<file path="src/rtl/pf_stream_prefetcher.sv">
// ---------------------------------------------------------------------------
// pf_stream_prefetcher
//
// A next-N-line stream prefetcher. It sits between the cache miss path and
// the prefetch port of the memory arbiter. A demand-miss trigger launches up
// to DEPTH sequential line reads, issued one at a time. The reads never leave
// the 2^PAGE_BITS-byte region of the trigger address. Returned lines go into
// a DEPTH-entry FIFO. The cache takes them over a valid/ack handshake.
//
// Parameters
//   DEPTH      lines fetched ahead per trigger, and FIFO entries (1..8)
//   WAY_W      width of the cache way tag carried with each line
//   PAGE_BITS  prefetch stays inside the 2^PAGE_BITS-byte region of the trigger
//
// Ports
//   clk, rst            clock, synchronous active-high reset
//   prefetch_start      one-cycle trigger on a demand miss
//   cacheline_address   miss address (bits [4:0] ignored)
//   cache_way           way that the prefetched lines will fill
//   pf_valid            FIFO head valid
//   prefetch_rdata      FIFO head data
//   pf_cline_address    FIFO head line address
//   pf_cache_way        FIFO head way
//   pf_ack              cache consumes the head while pf_valid
//   pf_read, pf_address memory read request and line address
//   pf_rdata, pf_resp   memory read data, and its completion strobe
//   pf_busy             state != IDLE or lines still remain to fetch
//
// Optional build macro
//   PF_STRIDE_EN  Adds stride detection. When two consecutive triggers show
//                 the same nonzero line stride, that stride becomes the
//                 prefetch step. Otherwise the step is +1 line.
// ---------------------------------------------------------------------------
module pf_stream_prefetcher #(
  parameter int DEPTH     = 2,
  parameter int WAY_W     = 1,
  parameter int PAGE_BITS = 12
) (
  input  logic             clk,
  input  logic             rst,
  input  logic             prefetch_start,
  input  logic [31:0]      cacheline_address,
  input  logic [WAY_W-1:0] cache_way,
  output logic             pf_valid,
  output logic [255:0]     prefetch_rdata,
  output logic [31:0]      pf_cline_address,
  output logic [WAY_W-1:0] pf_cache_way,
  input  logic             pf_ack,
  output logic             pf_read,
  output logic [31:0]      pf_address,
  input  logic [255:0]     pf_rdata,
  input  logic             pf_resp,
  output logic             pf_busy
);

  // state  | meaning
  // IDLE   | no read outstanding; launch the next one when lines remain and FIFO has room
  // REQ    | read for pf_address outstanding; data will be kept
  // ABORT  | stale read outstanding after a retrigger; data will be dropped

  localparam int CNT_W = $clog2(DEPTH + 1);
  localparam int PTR_W = (DEPTH > 1) ? $clog2(DEPTH) : 1;
  localparam logic [CNT_W-1:0] DEPTH_C   = CNT_W'(DEPTH);
  localparam logic [PTR_W-1:0] LAST_PTR  = PTR_W'(DEPTH - 1);
  localparam logic [31:0]      LINE_STEP = 32'd32;

  typedef enum logic [1:0] {
    ST_IDLE  = 2'd0,
    ST_REQ   = 2'd1,
    ST_ABORT = 2'd2
  } state_t;

  state_t               state_q, state_d;
  logic [31:0]          next_addr_q, next_addr_d;
  logic [CNT_W-1:0]     remaining_q, remaining_d;
  logic [WAY_W-1:0]     way_q, way_d;
  logic [31:PAGE_BITS]  trig_page_q, trig_page_d;
  logic [31:0]          req_addr_q, req_addr_d;

  logic [255:0]         fifo_data_q [DEPTH];
  logic [31:0]          fifo_addr_q [DEPTH];
  logic [WAY_W-1:0]     fifo_way_q  [DEPTH];
  logic [PTR_W-1:0]     wr_ptr_q, wr_ptr_d;
  logic [PTR_W-1:0]     rd_ptr_q, rd_ptr_d;
  logic [CNT_W-1:0]     count_q, count_d;

  logic                 head_valid_q, head_valid_d;
  logic [255:0]         head_data_q, head_data_d;
  logic [31:0]          head_addr_q, head_addr_d;
  logic [WAY_W-1:0]     head_way_q, head_way_d;

  logic                 push;
  logic                 pop;
  logic                 flush;
  logic [26:0]          cur_line;
  logic [31:0]          trig_step;
  logic [31:0]          cur_step;
  logic [31:0]          trig_next;
  logic                 trig_in_page;
  logic [31:0]          adv_next;
  logic                 adv_in_page;
  logic                 unused_addr_bits;

  assign cur_line         = cacheline_address[31:5];
  assign unused_addr_bits = ^cacheline_address[4:0];

  // -------------------------------------------------------------------------
  // Prefetch step
  // -------------------------------------------------------------------------
`ifdef PF_STRIDE_EN
  logic [26:0]        prev_line_q, prev_line_d;
  logic signed [7:0]  prev_stride_q, prev_stride_d;
  logic [31:0]        step_q, step_d;
  logic signed [27:0] line_diff;
  logic signed [7:0]  new_stride;

  always_comb begin
    line_diff = $signed({1'b0, cur_line}) - $signed({1'b0, prev_line_q});
    if (line_diff > 28'sd127) begin
      new_stride = 8'sd127;
    end else if (line_diff < -28'sd128) begin
      new_stride = -8'sd128;
    end else begin
      new_stride = line_diff[7:0];
    end

    if ((new_stride == prev_stride_q) && (new_stride != 8'sd0)) begin
      trig_step = {{19{new_stride[7]}}, new_stride, 5'b0};
    end else begin
      trig_step = LINE_STEP;
    end

    prev_line_d   = prev_line_q;
    prev_stride_d = prev_stride_q;
    step_d        = step_q;
    if (prefetch_start) begin
      prev_line_d   = cur_line;
      prev_stride_d = new_stride;
      step_d        = trig_step;
    end
  end

  always_ff @(posedge clk) begin
    if (rst) begin
      prev_line_q   <= '0;
      prev_stride_q <= '0;
      step_q        <= LINE_STEP;
    end else begin
      prev_line_q   <= prev_line_d;
      prev_stride_q <= prev_stride_d;
      step_q        <= step_d;
    end
  end

  assign cur_step = step_q;
`else
  assign trig_step = LINE_STEP;
  assign cur_step  = LINE_STEP;
`endif

  // A carry or borrow out of bit 31 changes the page bits. So a 32-bit wrap
  // also counts as leaving the page.
  assign trig_next    = {cur_line, 5'b0} + trig_step;
  assign trig_in_page = (trig_next[31:PAGE_BITS] == cacheline_address[31:PAGE_BITS]);
  assign adv_next     = next_addr_q + cur_step;
  assign adv_in_page  = (adv_next[31:PAGE_BITS] == trig_page_q);

  // -------------------------------------------------------------------------
  // Request FSM and stream parameters
  // -------------------------------------------------------------------------
  always_comb begin
    state_d     = state_q;
    next_addr_d = next_addr_q;
    remaining_d = remaining_q;
    way_d       = way_q;
    trig_page_d = trig_page_q;
    req_addr_d  = req_addr_q;
    push        = 1'b0;
    flush       = 1'b0;

    // A trigger reloads the stream in every state. Any read still in flight
    // for the old stream is left to complete and its data is dropped.
    if (prefetch_start) begin
      next_addr_d = trig_next;
      remaining_d = trig_in_page ? DEPTH_C : '0;
      way_d       = cache_way;
      trig_page_d = cacheline_address[31:PAGE_BITS];
      flush       = 1'b1;
    end

    unique case (state_q)
      ST_IDLE: begin
        // Holding IDLE in the trigger cycle gives the fixed T+2 read latency.
        if (!prefetch_start && (remaining_q != '0) && (count_q < DEPTH_C)) begin
          state_d    = ST_REQ;
          req_addr_d = next_addr_q;
        end
      end
      ST_REQ: begin
        if (prefetch_start) begin
          state_d = pf_resp ? ST_IDLE : ST_ABORT;
        end else if (pf_resp) begin
          push        = 1'b1;
          next_addr_d = adv_next;
          remaining_d = adv_in_page ? (remaining_q - 1'b1) : '0;
          state_d     = ST_IDLE;
        end
      end
      ST_ABORT: begin
        if (pf_resp) begin
          state_d = ST_IDLE;
        end
      end
      default: begin
        state_d = ST_IDLE;
      end
    endcase
  end

  // -------------------------------------------------------------------------
  // Line FIFO with registered head
  // -------------------------------------------------------------------------
  function automatic logic [PTR_W-1:0] ptr_inc(input logic [PTR_W-1:0] p);
    if (p == LAST_PTR) begin
      return '0;
    end
    return p + 1'b1;
  endfunction

  // A trigger takes priority over a pop in the same cycle.
  assign pop = pf_ack && head_valid_q && !prefetch_start;

  always_comb begin
    wr_ptr_d     = wr_ptr_q;
    rd_ptr_d     = rd_ptr_q;
    count_d      = count_q;
    head_valid_d = head_valid_q;
    head_data_d  = head_data_q;
    head_addr_d  = head_addr_q;
    head_way_d   = head_way_q;

    if (flush) begin
      wr_ptr_d = '0;
      rd_ptr_d = '0;
      count_d  = '0;
    end else begin
      if (push) begin
        wr_ptr_d = ptr_inc(wr_ptr_q);
      end
      if (pop) begin
        rd_ptr_d = ptr_inc(rd_ptr_q);
      end
      if (push && !pop) begin
        count_d = count_q + 1'b1;
      end else if (pop && !push) begin
        count_d = count_q - 1'b1;
      end
    end

    head_valid_d = (count_d != '0);
    // The new head comes straight from the incoming line when that line is
    // going into the slot the head is about to point at. In every other case
    // it is already in storage.
    if (count_d != '0) begin
      if (push && ((count_q == '0) || (pop && (count_q == CNT_W'(1))))) begin
        head_data_d = pf_rdata;
        head_addr_d = req_addr_q;
        head_way_d  = way_q;
      end else begin
        head_data_d = fifo_data_q[rd_ptr_d];
        head_addr_d = fifo_addr_q[rd_ptr_d];
        head_way_d  = fifo_way_q[rd_ptr_d];
      end
    end
  end

  always_ff @(posedge clk) begin
    if (!rst && push) begin
      fifo_data_q[wr_ptr_q] <= pf_rdata;
      fifo_addr_q[wr_ptr_q] <= req_addr_q;
      fifo_way_q[wr_ptr_q]  <= way_q;
    end
  end

  // -------------------------------------------------------------------------
  // State registers
  // -------------------------------------------------------------------------
  always_ff @(posedge clk) begin
    if (rst) begin
      state_q      <= ST_IDLE;
      next_addr_q  <= '0;
      remaining_q  <= '0;
      way_q        <= '0;
      trig_page_q  <= '0;
      req_addr_q   <= '0;
      wr_ptr_q     <= '0;
      rd_ptr_q     <= '0;
      count_q      <= '0;
      head_valid_q <= 1'b0;
      head_data_q  <= '0;
      head_addr_q  <= '0;
      head_way_q   <= '0;
    end else begin
      state_q      <= state_d;
      next_addr_q  <= next_addr_d;
      remaining_q  <= remaining_d;
      way_q        <= way_d;
      trig_page_q  <= trig_page_d;
      req_addr_q   <= req_addr_d;
      wr_ptr_q     <= wr_ptr_d;
      rd_ptr_q     <= rd_ptr_d;
      count_q      <= count_d;
      head_valid_q <= head_valid_d;
      head_data_q  <= head_data_d;
      head_addr_q  <= head_addr_d;
      head_way_q   <= head_way_d;
    end
  end

  assign pf_read          = (state_q != ST_IDLE);
  assign pf_address       = req_addr_q;
  assign pf_busy          = (state_q != ST_IDLE) || (remaining_q != '0);
  assign pf_valid         = head_valid_q;
  assign prefetch_rdata   = head_data_q;
  assign pf_cline_address = head_addr_q;
  assign pf_cache_way     = head_way_q;

endmodule

</file>
<file path="config.mk">
export PLATFORM = sky130hd
export DESIGN_NAME = pf_stream_prefetcher
export DESIGN_NICKNAME = d
export VERILOG_FILES = /design/src/rtl/pf_stream_prefetcher.sv
export SDC_FILE = /design/constraint.sdc
export NUM_CORES = 2
export LEC_CHECK = 0
export ABC_AREA = 1
export CAP_MARGIN = 10
export CELL_PAD_IN_SITES_DETAIL_PLACEMENT = 1
export CELL_PAD_IN_SITES_GLOBAL_PLACEMENT = 1
export CORE_MARGIN = 2
export CORE_UTILIZATION = 44
export CTS_BUF_LIST = sky130_fd_sc_hd__clkbuf_16
export DETAILED_ROUTE_END_ITERATION = 10
export DONT_BUFFER_PORTS = 1
export GPL_ROUTABILITY_DRIVEN = 0
export PLACE_DENSITY_LB_ADDON = 0.25
export SLEW_MARGIN = 20
export SYNTH_ARGS = -nofsm -noshare
export SYNTH_HDL_FRONTEND = slang
export SYNTH_SLANG_ARGS = --single-unit
</file>
<file path="constraint.sdc">
create_clock -name clk -period 23 [get_ports clk]
set_input_delay 2.3 -clock clk [delete_from_list [all_inputs] [get_ports clk]]
set_output_delay 2.3 -clock clk [all_outputs]
set_load 0.02 [all_outputs]
</file>
After elaboration in Yosys (flattened, before gate mapping)

Memory sizes are Yosys's and may differ from the RTL's.
Cells that the tools add are included.

Order comparisons: 1
Add/sub/neg operators: 7
Equal/unequal tests: 6
Muxes and demuxes: 39
Reductions and logical operators: 22

Operator list:

| cell                                                 | number |
|---|---|
| 2-to-1 mux 256 bit                                   | 1 |
| 2-to-1 mux 32 bit                                    | 5 |
| adder 32 x 6 -> 32 bit (second input constant)       | 2 |
| equality test 20 bit                                 | 2 |
| 2-to-1 mux 2 bit                                     | 13 |
| 2-to-1 mux 1 bit                                     | 19 |
| logical AND 1 bit                                    | 9 |
| case mux 2 bit (3 select lines)                      | 1 |
| nonzero test 2 bit                                   | 3 |
| equality test 2 x 1 -> 1 bit (second input constant) | 2 |
| logical NOT 1 bit                                    | 4 |
| logical NOT 2 bit                                    | 2 |
| subtractor 2 x 1 -> 2 bit (second input constant)    | 2 |
| adder 1 bit (second input constant)                  | 2 |
| adder 2 x 1 -> 2 bit (second input constant)         | 1 |
| equality test 2 bit (second input constant)          | 1 |
| logical OR 1 bit                                     | 2 |
| less-than comparator 2 bit (second input constant)   | 1 |
| inequality test 2 bit (second input constant)        | 1 |
| AND reduction 2 bit                                  | 1 |
| OR reduction 2 bit                                   | 1 |

Flip-flop bits (word level): 383
Bits in writable memories: 578
Memories: 3
Output and inout bits: 324

Memory list:

| memory      | depth | bits a word | rd ports | clocked after Yosys merged registers in | wr ports | line | RTL |
|---|---|---|---|---|---|---|---|
| fifo_data_q | 2     | 256         | 1        | 0                                       | 1        | 80   | `logic [255:0] fifo_data_q [DEPTH];` |
| fifo_addr_q | 2     | 32          | 1        | 0                                       | 1        | 81   | `logic [31:0] fifo_addr_q [DEPTH];` |
| fifo_way_q  | 2     | 1           | 1        | 0                                       | 1        | 82   | `logic [WAY_W-1:0] fifo_way_q [DEPTH];` |

Depth between registers and ports, before layout

Depth in word-level cells: 9
Depth in mapped cells: 18
Depth with buffers taken out: 15

Least setup slack after synthesis

OpenSTA, ideal clock, no wires.

Kind: input to register
From: input rst
To: memory fifo_addr_q[1][0], enable pin
Cell stages on the path: 6
Data arrival time: 22.845 ns
Required time: 21.707 ns
Path buffers: 3
Slack: -1.138 ns
Cell sequence: clkbuf_1 -> inv_1 -> clkbuf_1 -> nand2_1 -> clkbuf_1 -> nor3_1

Longest elaborated chain between the ends: 4

RTL lines:

| element                                | line | RTL |
|---|---|---|
| start, declared                        | 40   | `input logic rst,` |
| logical NOT 1 bit                      | 278  | `if (!rst && push) begin` |
| logical AND 1 bit                      | 278  |  |
| 2-to-1 mux 1 bit                       | 278  |  |
| 2-to-1 mux 1 bit (implied by the code) | 280  | `fifo_addr_q[wr_ptr_q] <= req_addr_q;` |
| end, declared                          | 81   |  |

Every way passes these cells.

Worst setup path in the final report

From: input prefetch_start
To: register head_addr_q[29] (netlist: pf_cline_address[29])

Longest elaborated chain between the ends: 8
Elaborated cells between the ends (all ways): 20
Classes of those cells: mux (9); reduce/logical (10); memory (1)

RTL lines:

| element              | line | RTL |
|---|---|---|
| start, declared      | 41   | `input logic prefetch_start,` |
| 2-to-1 mux 1 bit     | 200  | `if (prefetch_start) begin` |
| 2-to-1 mux 1 bit     | 191  | `unique case (state_q)` |
| logical NOT 1 bit    | 255  | `end else if (pop && !push) begin` |
| logical AND 1 bit    | 255  |  |
| 2-to-1 mux 2 bit     | 255  |  |
| 2-to-1 mux 2 bit     | 253  | `if (push && !pop) begin` |
| 2-to-1 mux 2 bit     | 242  | `if (flush) begin` |
| nonzero test 2 bit   | 264  | `if (count_d != '0) begin` |
| end signal, assigned | 315  | `head_addr_q <= head_addr_d;` |
| end, declared        | 89   | `logic [31:0] head_addr_q, head_addr_d;` |

Parallel ways exist; a longest one is shown, timed or not.
A chain may end at the register's enable or synchronous reset.

==> results.cfg <==
[logic_synthesis]
syn_inst = 3968
synth_area_leaders = edfxtp_1, dfxtp_1, nor2_1, nand2_1, a31oi_1
synth-adder-area-share_pct = 0.1640
synth_compound_area_share_pct = 11.00
synth_top_family_by_area = simple AND/OR/NAND/NOR gates
yosysWarnings = 0
synthSimpleGateAreaFrac_pct = 18.75
synthFlopType = edfxtp_1
avgSynthCellArea_um2 = 9.613
synthesis.nets = 4267
ys_types = 41
syn_area_um2 = 38150
ys_seq_area_share_pct = 65.60
synth-edff-count = 578
synth_top_area_share_pct = 45.50
synthMuxAreaShare_pct = 0
synth_seq_cells = 961
async_flop_share_pct = 0
synthXorXnorAreaFrac_pct = 0.1968
yosysTopAreaCell = edfxtp_1

[clock_tree]
post_cts_buffers = 0
cts.path.max_buffers = 3
cts_sinks = 961
clkLatencyLatePin_ns = 0.68
clk_pin_slew_ns = 0.06
ctsResizeCount = 0
ctsHoldBuffers = 0
cts_tree = yes
htree_levels = 3
cts_root_buffer = clkbuf_16
cts_buffers = 102

[hold_path]
hold_path_end = next_addr_q[1]$_SDFFE_PP0N_
hold_path_depth = 2
min_path_type = reg2reg
worstHoldStart = next_addr_q[1]$_SDFFE_PP0N_

[sta]
finalHoldViolCount = 0
fin_crit_sh_pct = 27.92
final-max-slew-violation-count = 0
slew-limit-headroom_pct = 22.54
rsz0062_at_grt = false
setup_tns_ns = 0
tightest_slew_ns = 1.162
fin_skew_ns = 0.02555
period_minus_slack_ns = 6.421
setup-violations-final = 0
fmax_mhz = 155.7

[global_routing]
antenna_found_initial = 0
grt_start_max_net_pins = 162
track_usage_pct = 25.67
overflow = 0
grt_pass1_wl_um = 177400
grt_pass1_vias = 28383

[cells_and_area]
layout_common_cells = nor2_1, nand2_1, edfxtp_1, dfxtp_1, o21ai_0
drive_gt1_share_pct = 4.871
layout-area-overhead-vs-synth_pct = 9.896
nFillCells = 9577
layout_commonest_cell = nor2_1
fin_cells = 5087
nNetsFinal = 4153

[setup_path]
r2r-end = pf_cline_address[29]$_SDFFE_PP0P_
timing.rr.start = pf_valid$_SDFF_PP0_
critPathSlowestCell = buf_4
endpoint_kind = flip-flop
cpPeakStageDelay_ns = 0.89
worstSetupPathType = in2reg
crit_required_ns = 23.59
crit_buf_inv = 4
cp.arrival_ns = 7.01
crit_path_max_fanout = 141
rr_worst_depth = 11
crit_family = buffers and inverters
path_cells = inv_2 -> nand3_4 -> inv_8 -> buf_4 -> buf_4 -> nand2_1 -> a31oi_1 -> nor2_1 -> nor2_1
r2r_slack_ns = 17.87
critPathLaunchType = primary input

[floorplanning]
core_um2 = 85550
die-height_um = 298.4
start_util_pct = 44.59
num_rows = 107
die_x_um = 298.4
die_area_um2 = 89070
io_pins = 618

[place]
numPortBuffers = 0
dp_cells = 4894
dpl.hpwl_um = 72820

[run_status]
outcome = finished clean

[power]
ir_worst_vdd_mv = 0.06854
leakage_nw = 16.02
power_density_nw_per_um2 = 84.45

[drt]
finalWirelength_um = 117700
wl_per_cell_um = 23.14
vias = 28422
dr.pass1.iters = 5
remaining_drc_errors = 0
drt_iter0_markers = 2110
drtAntennaViolNets = 0
viasPerCell = 5.587

[job]
maxCapViolCount = 0
## how the worst max path moves through the flow
| stage | start | endpoint | cells past startpoint |
|---|---|---|---|
| finish | prefetch_start | pf_cline_address[29]$_SDFFE_PP0P_ | 9 |
| global route | prefetch_start | pf_cline_address[29]$_SDFFE_PP0P_ | 9 |
| CTS | prefetch_start | pf_cline_address[29]$_SDFFE_PP0P_ | 9 |
| detailed placement | prefetch_start | pf_cline_address[29]$_SDFFE_PP0P_ | 9 |
| global placement | prefetch_start | pf_cline_address[29]$_SDFFE_PP0P_ | 9 |
| floorplan | prefetch_start | fifo_addr_q[0][0]$_DFFE_PP_ | 6 |
## synth_stat cells (4+ instances only)
| master | count |
|---|---|
| clkbuf_1 | 188 |
| o221ai_1 | 4 |
| inv_2 | 10 |
| buf_2 | 33 |
| o22ai_1 | 20 |
| a21oi_1 | 60 |
| nand2_2 | 4 |
| nand2_1 | 780 |
| o21bai_1 | 4 |
| edfxtp_1 | 578 |
| o21ai_0 | 353 |
| buf_1 | 13 |
| inv_1 | 135 |
| or2_2 | 4 |
| nor3_1 | 10 |
| a31oi_1 | 296 |
| nor2_1 | 955 |
| nand3_1 | 80 |
| nand4_1 | 7 |
| ha_1 | 5 |
| buf_6 | 12 |
| xor2_1 | 5 |
| dfxtp_1 | 383 |
## flip-flops by register name, indices dropped and copies added (netlist names), 2 cells and up
name / flops
next_addr_q: 32
state_q: 2
fifo_data_q: 512
remaining_q: 2
pf_cline_address: 32
pf_address: 32
trig_page_q: 20
fifo_addr_q: 64
count_q: 2
prefetch_rdata: 256
fifo_way_q: 2
## final cells by class
type | count | area, µm² | share of cell area, %
inverters | 145 | 566.8 | 1.352
well taps | 1144 | 1431 | 3.415
clock buffers | 104 | 2603 | 6.208
flip-flops and latches | 961 | 25020 | 59.69
diodes | 1 | 2.502 | 0.005969
clock inverters | 88 | 485.5 | 1.158
multi-input cells | 2612 | 11540 | 27.53
repair buffers | 32 | 265.3 | 0.6328
## logic make-up (layout without fill, tap and decap cells)
group	after synthesis	count (layout)
buffers and inverters	395	369
DFF	961	961
other	0	1
xor gates and xnor gates	7	7
adders and majority gates	5	5
and+or+nand+nor	1851	1851
AOI/OAI and AO/OA	749	749
## where the power goes
part	internal, W	total [W]	switching, W
clock	0.000858	0.00153	0.000669
sequential	0.00185	0.00191	0.0000598
combinational	0.0000298	0.000101	0.0000710
total	0.00274	0.00354	0.000800
## through the flow
stage / total power [W] / instance area [µm²] / hold slack, ns / utilization, % / worst slack, ns
after floorplan: 0.002007 / 38150 / 0.4159 / - / 7.237
after global routing: 0.003651 / 41920 / 0.4662 / 49.00 / 16.29
after detailed placement: 0.002050 / 38830 / 0.4258 / 45.39 / 15.90
after global placement: 0.002046 / 38830 / 0.4232 / 45.39 / 15.86
final: 0.003540 / 41920 / 0.4354 / 49.00 / 16.58
after CTS: 0.003572 / 41920 / 0.4362 / 49.00 / 16.57
## per-layer routing
| metal | up-vias | track usage [%] | wire (µm) |
|---|---|---|---|
| li1 | 13248 | - | - |
| met1 | 14130 | 32.24 | 48580 |
| met2 | 801 | 42.36 | 56150 |
| met3 | 243 | 5.954 | 7187 |
| met4 | 0 | 11.32 | 5776 |
| met5 | - | 0 | 0 |
## worst reg2reg max path, delay by kind of cell (launching register included)
kind,cells,cell delay (ns)
buffers and inverters,4,3.02
AO/OA/AOI/OAI,1,0.44
AND/OR/NAND/NOR,6,1.13
flip-flops,1,0.46
No activity file was read; power rests on OpenSTA's default activity.
